`src/rtl/lzc_norm_pipe.sv`:
```
// lzc_norm_pipe: two-stage pipelined leading-zero counter and normaliser.
// Stage 1 registers the operand together with per-group all-zero flags and
// per-group leading-zero counts. Stage 2 picks the first non-zero group from
// the MSB side, forms the full count and shifts the operand left by it.
// Optional feature macro: LZC_NORM_LOD_EN adds mode_i (1 = count leading ones).
module lzc_norm_pipe #(
    parameter int  W     = 16,
    parameter int  G     = 4,
    localparam int CNT_W = $clog2(W + 1)
) (
    input  logic             clk,
    input  logic             rst,
    input  logic             valid_i,
    output logic             ready_o,
    input  logic [W-1:0]     data_i,
`ifdef LZC_NORM_LOD_EN
    input  logic             mode_i,
`endif
    output logic             valid_o,
    input  logic             ready_i,
    output logic [CNT_W-1:0] cnt_o,
    output logic [W-1:0]     norm_o,
    output logic             zero_o
);

    localparam int NG  = W / G;
    localparam int GCW = $clog2(G);

    // Group 0 (the MSB-side group) lives in bit NG-1 so stage 2 can scan by
    // shifting left and always looking at the top element.
    logic                     v1;
    logic [W-1:0]             d1;
    logic [NG-1:0]            zf1;
    logic [NG-1:0][GCW-1:0]   gc1;

    logic                     v2;
    logic [CNT_W-1:0]         cnt2;
    logic [W-1:0]             norm2;
    logic                     zero2;

    logic                     ld1;
    logic                     ld2;
    logic [W-1:0]             cnt_src;
    logic [NG-1:0]            zf_c;
    logic [NG-1:0][GCW-1:0]   gc_c;
    logic [CNT_W-1:0]         cnt_c;
    logic [W-1:0]             norm_c;
    logic                     zero_c;

    // Each stage loads when it is empty or its content leaves this cycle.
    assign ld2     = ~v2 | ready_i;
    assign ld1     = ~v1 | ld2;
    assign ready_o = ld1;

    assign valid_o = v2;
    assign cnt_o   = cnt2;
    assign norm_o  = norm2;
    assign zero_o  = zero2;

    // Counting operand: inverted for leading-ones mode, data path untouched.
`ifdef LZC_NORM_LOD_EN
    assign cnt_src = mode_i ? ~data_i : data_i;
`else
    assign cnt_src = data_i;
`endif

    for (genvar g = 0; g < NG; g++) begin : g_grp
        logic [G-1:0]   grp_bits;
        logic           zf_g;
        logic [GCW-1:0] gc_g;

        assign grp_bits = cnt_src[W-1-g*G -: G];

        // Per-group scan: count zeros from the group MSB until the first one.
        always_comb begin
            logic [G-1:0] t;
            // NOTE: every variable written here gets a default first, so no
            // path through the block leaves a value held (no latch inferred).
            t    = grp_bits;
            zf_g = 1'b1;
            gc_g = '0;
            for (int j = 0; j < G; j++) begin
                if (zf_g) begin
                    if (t[G-1]) zf_g = 1'b0;
                    else        gc_g = gc_g + GCW'(1);
                end
                t = t << 1;
            end
        end

        assign zf_c[NG-1-g] = zf_g;
        assign gc_c[NG-1-g] = gc_g;
    end

    // Stage 1 register: operand plus per-group partial results.
    always_ff @(posedge clk) begin
        // NOTE: sequential state uses non-blocking assignments so every
        // register samples pre-edge values regardless of evaluation order.
        if (rst) begin
            // NOTE: data registers are cleared as well as valid bits, so the
            // visible outputs are defined zeros straight out of reset.
            v1  <= 1'b0;
            d1  <= '0;
            zf1 <= '0;
            gc1 <= '0;
        end else if (ld1) begin
            v1 <= valid_i;
            if (valid_i) begin
                d1  <= data_i;
                zf1 <= zf_c;
                gc1 <= gc_c;
            end
        end
    end

    // Stage 2 combine: first non-zero group from the MSB side, then shift.
    always_comb begin
        logic [NG-1:0]          zf_t;
        logic [NG-1:0][GCW-1:0] gc_t;
        logic [CNT_W-1:0]       base;
        logic                   found;
        zf_t   = zf1;
        gc_t   = gc1;
        base   = '0;
        found  = 1'b0;
        cnt_c  = CNT_W'(W);
        zero_c = 1'b1;
        for (int k = 0; k < NG; k++) begin
            if (!found && !zf_t[NG-1]) begin
                cnt_c  = base + CNT_W'(gc_t[NG-1]);
                zero_c = 1'b0;
                found  = 1'b1;
            end
            base = base + CNT_W'(G);
            zf_t = zf_t << 1;
            gc_t = gc_t << GCW;
        end
        norm_c = d1 << cnt_c;
    end

    // Stage 2 register: final count, normalised operand and zero flag.
    always_ff @(posedge clk) begin
        if (rst) begin
            v2    <= 1'b0;
            cnt2  <= '0;
            norm2 <= '0;
            zero2 <= 1'b0;
        end else if (ld2) begin
            v2 <= v1;
            if (v1) begin
                cnt2  <= cnt_c;
                norm2 <= norm_c;
                zero2 <= zero_c;
            end
        end
    end

endmodule

```
`config.mk`:
```
export PLATFORM = sky130hd
export DESIGN_NAME = lzc_norm_pipe
export DESIGN_NICKNAME = d
export VERILOG_FILES = /design/src/rtl/lzc_norm_pipe.sv
export SDC_FILE = /design/constraint.sdc
export NUM_CORES = 1
export LEC_CHECK = 0
export ABC_AREA = 1
export BUFFER_PORTS_ARGS = -buffer_cell sky130_fd_sc_hd__clkbuf_2
export CORE_MARGIN = 2
export CORE_UTILIZATION = 60
export DETAILED_ROUTE_END_ITERATION = 6
export HOLD_SLACK_MARGIN = 0.12
export MAX_ROUTING_LAYER = met4
export PLACE_DENSITY = 0.84
export SLEW_MARGIN = 20
export SYNTH_ARGS = -nofsm -noshare
export SYNTH_HDL_FRONTEND = slang
export SYNTH_SLANG_ARGS = --single-unit
```
`constraint.sdc`:
```
create_clock -name clk -period 3.5 [get_ports clk]
set_clock_uncertainty 0.15 [all_clocks]
set_input_delay 0.7 -clock clk [delete_from_list [all_inputs] [get_ports clk]]
set_output_delay 0.7 -clock clk [all_outputs]
set_load 0.01 [all_outputs]
```
==> flow_metrics.tcl, run 1 <==
set metrics [dict create \
    antenna_found_initial 0 \
    drc 0 \
    numClockSinks 51 \
    cp-startpoint "zf1[3]" \
    final_cell_mix "nand3_1, nand2_1, dfxtp_1, inv_1, clkbuf_2" \
    portBuffers 43 \
    post_cts_resized 0 \
    place.gp.congestion 1.003 \
    cts_post_setup_buffers_inserted 0 \
    endpoint_kind "flip-flop" \
    vias 2908 \
    fp.dieH_microns 72.97 \
    vdd_drop_max_mv 0.2288 \
    cts_hold_buf 0 \
    worstPathArrival_ns 2.22 \
    hp-class "flip-flop to flip-flop" \
    grt_most_used_layer "met2" \
    final_common_cell "nand3_1" \
    status "complete, no violations" \
    path_max_fanout 19 \
    grt.total_usage_pct 29.01 \
    p_leak_nw 1.507 \
    cp.required_ns 3.53 \
    tns_ns 0 \
    p_per_area_mw_per_mm2 399.8 \
    synthTopCellsByArea "dfxtp_1, nand3_1, nand2_1, a21oi_1, inv_1" \
    worstHoldStart "norm_o[2]" \
    routed_wl_microns 6775 \
    start_kind "flip-flop" \
    grt_util_met2_pct 43.13 \
    coreArea_sq_mm 0.004661 \
    cts_buffers 5 \
    netlist_instances 428 \
    grtUsageMet3_pct 4.558 \
    whs_ns 0.3207 \
    ys_seq_area_share_pct 35.77 \
    drt-pass1-iter-count 5 \
    antenna_cells 0 \
    grt-ovfl-total 0 \
    synth_warnings 0 \
    initial_core_util_pct 61.23 \
    p_total_mw 1.246 \
    clock-root-buffer "clkbuf_8" \
    drtIter0Drc 271 \
    drt-vias-per-instance 5.647 \
    syn_area_per_cell_sq_um 6.668 \
    period_minus_slack_ns 2.189 \
    fin_crit_sh_pct 62.53 \
    grt_setup_unrepaired "false" \
    rr_startpoint "zf1[3]" \
    synth_area_sq_mm 0.002854 \
    area.growth.synth_to_final_pct 9.207 \
    synth_nets 448 \
    slew_viol_final 0 \
    dieArea_sq_mm 0.005325 \
    grt_pass1_wl_microns 11900 \
    max-cap-violations 0 \
    critPathKind "flip-flop to flip-flop" \
    grt_max_degree 38 \
    yosysTopAreaCellShare_pct 35.77 \
    clk_pin_slew_ns 0.10 \
    hold_viol_final 0 \
    dieWidth_microns 72.97 \
    nNetsFinal 480 \
    use_met1_pct 40.19 \
    grt_pass1_vias 2603 \
    pin_count 44 \
    yosys_register_bits 51 \
    maxSlewHeadroom_pct 56.69 \
    antenna_left 0 \
    ctsHtreeMaxLevel 2 \
    wl_per_cell_microns 13.16 \
    worstMarginPinSlew_ns 0.6490 \
    dpl.hpwl_microns 5002 \
    clock_path_buffers 2 \
    rows 25 \
    synthDistinctLibCells 27 \
    yosys.area.top_type "dfxtp_1" \
    cts_tree "built" \
    finalSetupViolCount 0 \
    clock.fmax_mhz 456.9 \
    clock_latency_ns 0.31 \
    drive_gt1_share_pct 16.70 \
]
cell usage after synthesis, drive strengths merged:
cell and number:
dfxtp 51, nand2 104, nor4 1, nor2 21, clkinv 1, a211oi 6, a21oi 44, o211ai 2
nand3b 1, nand3 101, clkbuf 10, buf 12, o21ai 24, nor3 1, inv 49
where the power goes:
part / total, mW / internal [mW] / switching [mW]
Combinational: 0.271 / 0.0914 / 0.180
Sequential: 0.637 / 0.616 / 0.0212
Clock: 0.338 / 0.140 / 0.198
Total: 1.25 / 0.847 / 0.399
kinds of logic (layout without fill, tap and decap cells):
logic type	count (synthesis)	after routing	synth area share (%)
AO/OA/AOI/OAI	76	76	14.29
buffers and inverters	72	105	11.31
flip-flops	51	51	35.77
AND/OR/NAND/NOR	229	229	38.62
routing by layer:
metal  vias to the layer above  share of wire (%)
met2                       104                 46
met4                         0                2.5
met1                      1313                 46
met3                        16                5.7
li1                       1475                  -
met5                         -                  0
worst paths after layout:
| check | end | slack, ns | depth (start not counted) |
|---|---|---|---|
| setup / recovery | norm_o[11] | 1.31 | 11 |
| hold / removal | norm_o[2] | 0.32 | 2 |
| setup reg to reg | norm_o[11] | 1.31 | 11 |
| hold reg to reg | norm_o[2] | 0.32 | 2 |
worst max-delay path, cell delays in order (launching register included):
cell,delay (ns)
dfxtp_1,0.50
nand2_4,0.13
nor2_4,0.14
nand3_4,0.21
nand3_4,0.28
nand2_1,0.14
nand3_1,0.12
nand2_1,0.10
nand3_1,0.08
nand2_1,0.08
nand2_1,0.09
a21oi_2,0.05
layout make-up:
cell class	instances	area [sq um]
Tap cell	54	67.56
Clock inverter	2	12.51
Fill cell	430	1544
Sequential cell	51	1021
Multi-Input combinational cell	305	1510
Timing Repair Buffer	47	245.2
Clock buffer	6	72.57
Inverter	50	187.7
sequential cells by signal, summed over array words and instances, names as in the netlist:
| signal | count |
|---|---|
| cnt_o | 5 |
| d1 | 16 |
| gc1 | 8 |
| norm_o | 16 |
| v1 | 1 |
| valid_o | 1 |
| zf1 | 4 |
per-stage QoR:
step                      instance area [sq um]  setup WS, ns  cells  utilization [%]
after floorplan                            2854         1.537    428                -
after global placement                     3032         1.243    507            65.05
after detailed placement                   3032         1.162    507            65.05
after CTS                                  3117         1.341    515            66.87
after global routing                       3117         1.070    515            66.87
final                                      3117         1.311    515            66.87
Note: power is estimated with default switching activity, not from simulation.
==> run 2, diff against run 1 <==
--- a/config.mk
+++ b/config.mk
@@ -8,11 +8,11 @@
 export ABC_AREA = 1
 export BUFFER_PORTS_ARGS = -buffer_cell sky130_fd_sc_hd__clkbuf_2
 export CORE_MARGIN = 2
-export CORE_UTILIZATION = 60
+export CORE_UTILIZATION = 57
 export DETAILED_ROUTE_END_ITERATION = 6
 export HOLD_SLACK_MARGIN = 0.12
 export MAX_ROUTING_LAYER = met4
-export PLACE_DENSITY = 0.84
+export PLACE_DENSITY = 0.8
 export SLEW_MARGIN = 20
 export SYNTH_ARGS = -nofsm -noshare
 export SYNTH_HDL_FRONTEND = slang
==> constraint.sdc (replaced) <==
create_clock -name clk -period 2.22 [get_ports clk]
set_clock_uncertainty 0.15 [all_clocks]
set_input_delay 0.444 -clock clk [delete_from_list [all_inputs] [get_ports clk]]
set_output_delay 0.444 -clock clk [all_outputs]
set_load 0.01 [all_outputs]
==> run 2 against run 1 <==
Effect of this change: routed wire length up 6.9%; via count up 1.1%; register-to-register slack worse by 1.1 ns; hold slack worse by 0.067 ns; worst setup slack worse by 1.1 ns; sequential power up 57%; clock power up 99%; sequential share of layout area down 1.2 points.
==> flow_metrics.tcl, run 2 (synthesis results as in run 1) <==
set metrics [dict create \
    status "complete, no violations" \
    vdd_drop_max_mv 0.3842 \
    nNetsFinal 486 \
    placed_cells 525 \
    hp-class "primary input to flip-flop" \
    maxSlewHeadroom_pct 57.35 \
    clk_pin_slew_ns 0.09 \
    fin_cells 534 \
    hold_viol_final 0 \
    rrSetupSlack_ns 0.20 \
    grt-ovfl-total 0 \
    worstPathArrival_ns 2.08 \
    vias 2939 \
    p_total_mw 2.120 \
    ctsHtreeMaxLevel 2 \
    setup_slack_ns 0.1988 \
    fp.dieH_microns 74.76 \
    antenna_found_initial 0 \
    antenna_cells 0 \
    clock_path_buffers 2 \
    endpoint_kind "flip-flop" \
    p_leak_nw 1.567 \
    fin_crit_sh_pct 91.04 \
    grt.total_usage_pct 28.44 \
    dieWidth_microns 74.76 \
    cp-startpoint "zf1[3]" \
    place.gp.congestion 0.9428 \
    clock.fmax_mhz 494.8 \
    tns_ns 0 \
    drt-vias-per-instance 5.504 \
    grt_pass1_wl_microns 11960 \
    slew_viol_final 0 \
    multi_input_area_sq_mm 0.001510 \
    coreArea_sq_mm 0.004786 \
    worstMarginPinSlew_ns 0.6391 \
    clock-root-buffer "clkbuf_8" \
    grt_setup_unrepaired "false" \
    place_ws_ns 0.2171 \
    dieArea_sq_mm 0.005589 \
    p_per_area_mw_per_mm2 655.1 \
    period_minus_slack_ns 2.021 \
    final_cell_mix "nand3_1, nand2_1, dfxtp_1, inv_1, clkbuf_2" \
    critPathKind "flip-flop to flip-flop" \
    drtIter0Drc 276 \
    portBuffers 43 \
    grt_pass1_vias 2628 \
    final-seq-area_sq_mm 0.001021 \
    area.growth.synth_to_final_pct 13.37 \
    drt-pass1-iter-count 6 \
    max-cap-violations 0 \
    drive_gt1_share_pct 17.99 \
    grt_max_degree 38 \
    start_kind "flip-flop" \
    finalSetupViolCount 0 \
    routed_wl_microns 7244 \
    fillCellCount 436 \
    dpl.hpwl_microns 5307 \
    antenna_left 0 \
    initial_core_util_pct 59.63 \
    drc 0 \
    rr_worst_depth 11 \
    rows 25 \
    cts_tree "built" \
    cp-endpoint "norm_o[14]" \
    wl_per_cell_microns 13.57 \
    rr_startpoint "zf1[3]" \
    numClockSinks 51 \
    whs_ns 0.2535 \
    path_max_fanout 19 \
    cts_buffers 5 \
    cp.required_ns 2.28 \
    post_cts_resized 0 \
    final_common_cell "nand3_1" \
    r2r-end "norm_o[14]" \
    clock_latency_ns 0.30 \
    pin_count 44 \
]
run 2: cell count changes in the layout (fill, tap and decap cells not counted):
cell	previous run	this run
clkinvlp_4	1	0
clkbuf_8	5	6
bufinv_16	0	1
buf_4	4	8
clkbuf_1	1	0
buf_12	0	2
run 2: how the worst min path moves through the flow:
stage                     startpoint  slack, ns  cells after the start         to
final                      data_i[1]       0.25                      3      d1[1]
after global routing       data_i[1]       0.26                      3      d1[1]
after CTS                  data_i[9]       0.25                      3      d1[9]
after detailed placement   norm_o[6]       0.31                      2  norm_o[6]
after global placement     norm_o[2]       0.30                      2  norm_o[2]
after floorplan               d1[15]       0.29                      2     d1[15]
run 2: repair_timing:
action | 4_1_cts | 5_1_grt
endpoints found under the setup margin | 0 | 4
hold buffers | 0 | 0
buffers inserted | 0 | 1
run 2: layer usage:
layer	track usage, %	share of wire (%)
met5	-	0
met3	4.016	6.1
met2	44.54	47
met1	38.37	46
met4	8.532	1.5
run 2: cell type report:
class	count	area share [%]
multi-input combinational	305	46.67
sequential	51	31.55
timing repair buffer	53	9.745
inverter	50	5.800
tap	67	2.591
clock buffer	6	2.552
clock inverter	2	1.083
run 2: per-stage QoR:
step	utilization, %	instance area (sq um)
6_report	67.61	3236
5_1_grt	67.61	3236
4_1_cts	67.19	3216
3_5_place_dp	64.73	3098
3_3_place_gp	64.73	3098
2_1_floorplan	-	2854
run 2: power by group:
group	total [mW]	switching [mW]	internal [mW]
logic	0.443	0.287	0.155
registers	1.00	0.0333	0.971
clock network	0.673	0.308	0.365
total	2.12	0.628	1.49
run 2: critical path, stage by stage, from the launching register on:
cell     delay, ns
dfxtp_1       0.48
nand2_4       0.12
nor2_2        0.16
nand2_1       0.12
nand3_4       0.25
inv_1         0.12
nand3_1       0.13
nand3_1       0.11
nand3_1       0.11
nand3_1       0.08
nand2_1       0.06
inv_1         0.03
==> run 3, diff against run 2 <==
--- a/config.mk
+++ b/config.mk
@@ -5,14 +5,14 @@
 export SDC_FILE = /design/constraint.sdc
 export NUM_CORES = 1
 export LEC_CHECK = 0
-export ABC_AREA = 1
+export ABC_AREA = 0
 export BUFFER_PORTS_ARGS = -buffer_cell sky130_fd_sc_hd__clkbuf_2
 export CORE_MARGIN = 2
-export CORE_UTILIZATION = 57
+export CORE_UTILIZATION = 56
 export DETAILED_ROUTE_END_ITERATION = 6
 export HOLD_SLACK_MARGIN = 0.12
 export MAX_ROUTING_LAYER = met4
-export PLACE_DENSITY = 0.8
+export PLACE_DENSITY = 0.79
 export SLEW_MARGIN = 20
 export SYNTH_ARGS = -nofsm -noshare
 export SYNTH_HDL_FRONTEND = slang
==> run 3 against run 2 <==
Effect of this change: non-clock buffer count up 22; hold slack lost 0.020 ns; via count down 7.2%; combinational power fell by 26%; global-route usage is 1.8 points lower; area after synthesis shrank 3.6%.
==> flow_metrics.tcl, run 3 <==
set metrics [dict create \
    worstPathArrival_ns 2.24 \
    hp-class "primary input to flip-flop" \
    clock_latency_ns 0.30 \
    grt-ovfl-total 0 \
    fp.dieH_microns 74.08 \
    final_cell_mix "nand2_1, dfxtp_1, clkbuf_2, a21oi_1, nor2_1" \
    dieWidth_microns 74.08 \
    vdd_drop_max_mv 0.3583 \
    clk_pin_slew_ns 0.09 \
    path_max_fanout 12 \
    drt-vias-per-instance 5.905 \
    clock-root-buffer "clkbuf_8" \
    drt-pass1-iter-count 5 \
    syn_area_per_cell_sq_um 8.137 \
    cts_buffers 5 \
    ys_seq_area_share_pct 37.12 \
    drc 0 \
    synthTopCellsByArea "dfxtp_1, mux2i_1, a21oi_1, nand2_1, nor2_1" \
    final_common_cell "nand2_1" \
    maxSlewHeadroom_pct 55.10 \
    synthDistinctLibCells 41 \
    tns_ns 0 \
    synth_nets 358 \
    final-seq-area_sq_mm 0.001030 \
    clock.fmax_mhz 454.3 \
    coreArea_sq_mm 0.004723 \
    synth_warnings 0 \
    yosys_register_bits 51 \
    area.growth.synth_to_final_pct 23.07 \
    cts_tree "built" \
    crit_path_max_incr_delay_ns 0.38 \
    critPathKind "flip-flop to flip-flop" \
    async_flop_share_pct 0 \
    clock_path_buffers 2 \
    grt_pass1_wl_microns 11040 \
    grt.total_usage_pct 26.65 \
    antenna_cells 0 \
    dpl.hpwl_microns 5037 \
    cts_hold_buf 0 \
    place.gp.congestion 0.9654 \
    netlist_instances 338 \
    path_buf_inv 2 \
    synth_edf_count 0 \
    antenna_left 0 \
    drive_gt1_share_pct 28.35 \
    synthTopCellsByCount "nand2_1, dfxtp_1, a21oi_1, nor2_1, mux2i_1" \
    routed_wl_microns 7058 \
    ctsHtreeMaxLevel 2 \
    fin_crit_sh_pct 99.14 \
    start_kind "flip-flop" \
    grt_pass1_vias 2374 \
    yosys.area.top_type "dfxtp_1" \
    grt_setup_unrepaired "true" \
    placed_cells 449 \
    pin_count 44 \
    initial_core_util_pct 58.23 \
    slew_viol_final 0 \
    wl_per_cell_microns 15.28 \
    multi_input_area_sq_mm 0.001665 \
    p_per_area_mw_per_mm2 558.6 \
    period_minus_slack_ns 2.201 \
    dieArea_sq_mm 0.005488 \
    grt_max_degree 37 \
    drtIter0Drc 212 \
    numClockSinks 51 \
    nNetsFinal 414 \
    antenna_found_initial 0 \
    cp.required_ns 2.26 \
    worstMarginPinSlew_ns 0.6735 \
    fillCellCount 366 \
    portBuffers 43 \
    hold_viol_final 0 \
    synth_area_sq_mm 0.002750 \
    vias 2728 \
    cp_top_family "compound AO/OA/AOI/OAI gates" \
    rows 25 \
    p_leak_nw 1.263 \
    max-cap-violations 0 \
    crit_path_top_delay_cell "a311oi_4" \
    synth_most_common_cell "nand2_1" \
    synth_flop_cell "dfxtp_1" \
    crit_chain "and2_4, a311oi_4, buf_6, mux2i_2, nor2_1, buf_4, a22oi_1, a31oi_1" \
    fin_cells 462 \
    yosysTopAreaCellShare_pct 37.12 \
    finalSetupViolCount 0 \
    status "complete, no violations" \
    endpoint_kind "flip-flop" \
]
==> run 3: changes by cell type after synthesis, moves of 11 or more <==
cell     change
nor3_1      +11
mux2i_1     +34
o21ai_0     -23
nor2_1      +21
nand3_1     -90
inv_1       -42
nand2_1     -38
==> run 3: kinds of logic after synthesis <==
kind of cell    count (synthesis)  share of synthesized area [%]
compound gates                 75                          17.43
simple gates                  143                          24.29
buf+inv                        31                          5.914
flops                          51                          37.12
mux                            38                          15.24
==> run 3: metrics by stage <==
step	setup slack, ns	power [mW]	cell area [sq um]	hold WS [ns]	util [%]
after global routing	-0.07477	1.975	3385	0.2424	71.66
after detailed placement	-0.03961	1.302	3132	0.2983	66.30
after CTS	-0.002033	1.864	3252	0.2280	68.85
after floorplan	0.02934	1.191	2750	0.2857	-
after global placement	-0.03921	1.294	3132	0.2913	66.30
final	0.01902	1.891	3385	0.2334	71.66
==> run 3: metal layers <==
metal	vias up	routed length [microns]	part of all wire, %	track usage (%)
li1	1315	-	-	-
met1	1270	3174	45	34.37
met2	129	3337	47	41.96
met3	14	428	6.1	5.691
met4	0	118	1.7	8.081
met5	-	0	0	-
==> run 3: power by group <==
group	switching (mW)	total [mW]	internal (mW)
combinational	0.182	0.328	0.146
sequential	0.0396	0.988	0.948
clock	0.290	0.575	0.285
==> run 3: final timing paths <==
kind / endpoint / depth (start not counted) / slack [ns] / start
hold reg to reg: cnt_o[1] / 2 / 0.31 / cnt_o[1]
setup reg to reg: norm_o[9] / 8 / 0.02 / zf1[3]
hold / removal: v1 / 3 / 0.23 / valid_i
setup / recovery: norm_o[9] / 8 / 0.02 / zf1[3]
==> run 3: worst min-delay path: stages <==
cell	delay, ns
clkbuf_2	0.10
a21oi_1	0.04
nor2_1	0.06
==> run 3: layout make-up <==
class | count | area share, %
multi-input combinational | 256 | 49.21
sequential | 51 | 30.43
timing repair buffer | 75 | 14.27
clock buffer | 8 | 2.957
tap | 67 | 2.477
inverter | 5 | 0.6654
==> run 3: repair_timing <==
action / CTS / global route
buffers inserted: 1 / 4
pin swaps: 3 / 5
resized for setup: 4 / 27
hold endpoints to repair: 0 / 0
setup endpoints to repair: 8 / 14
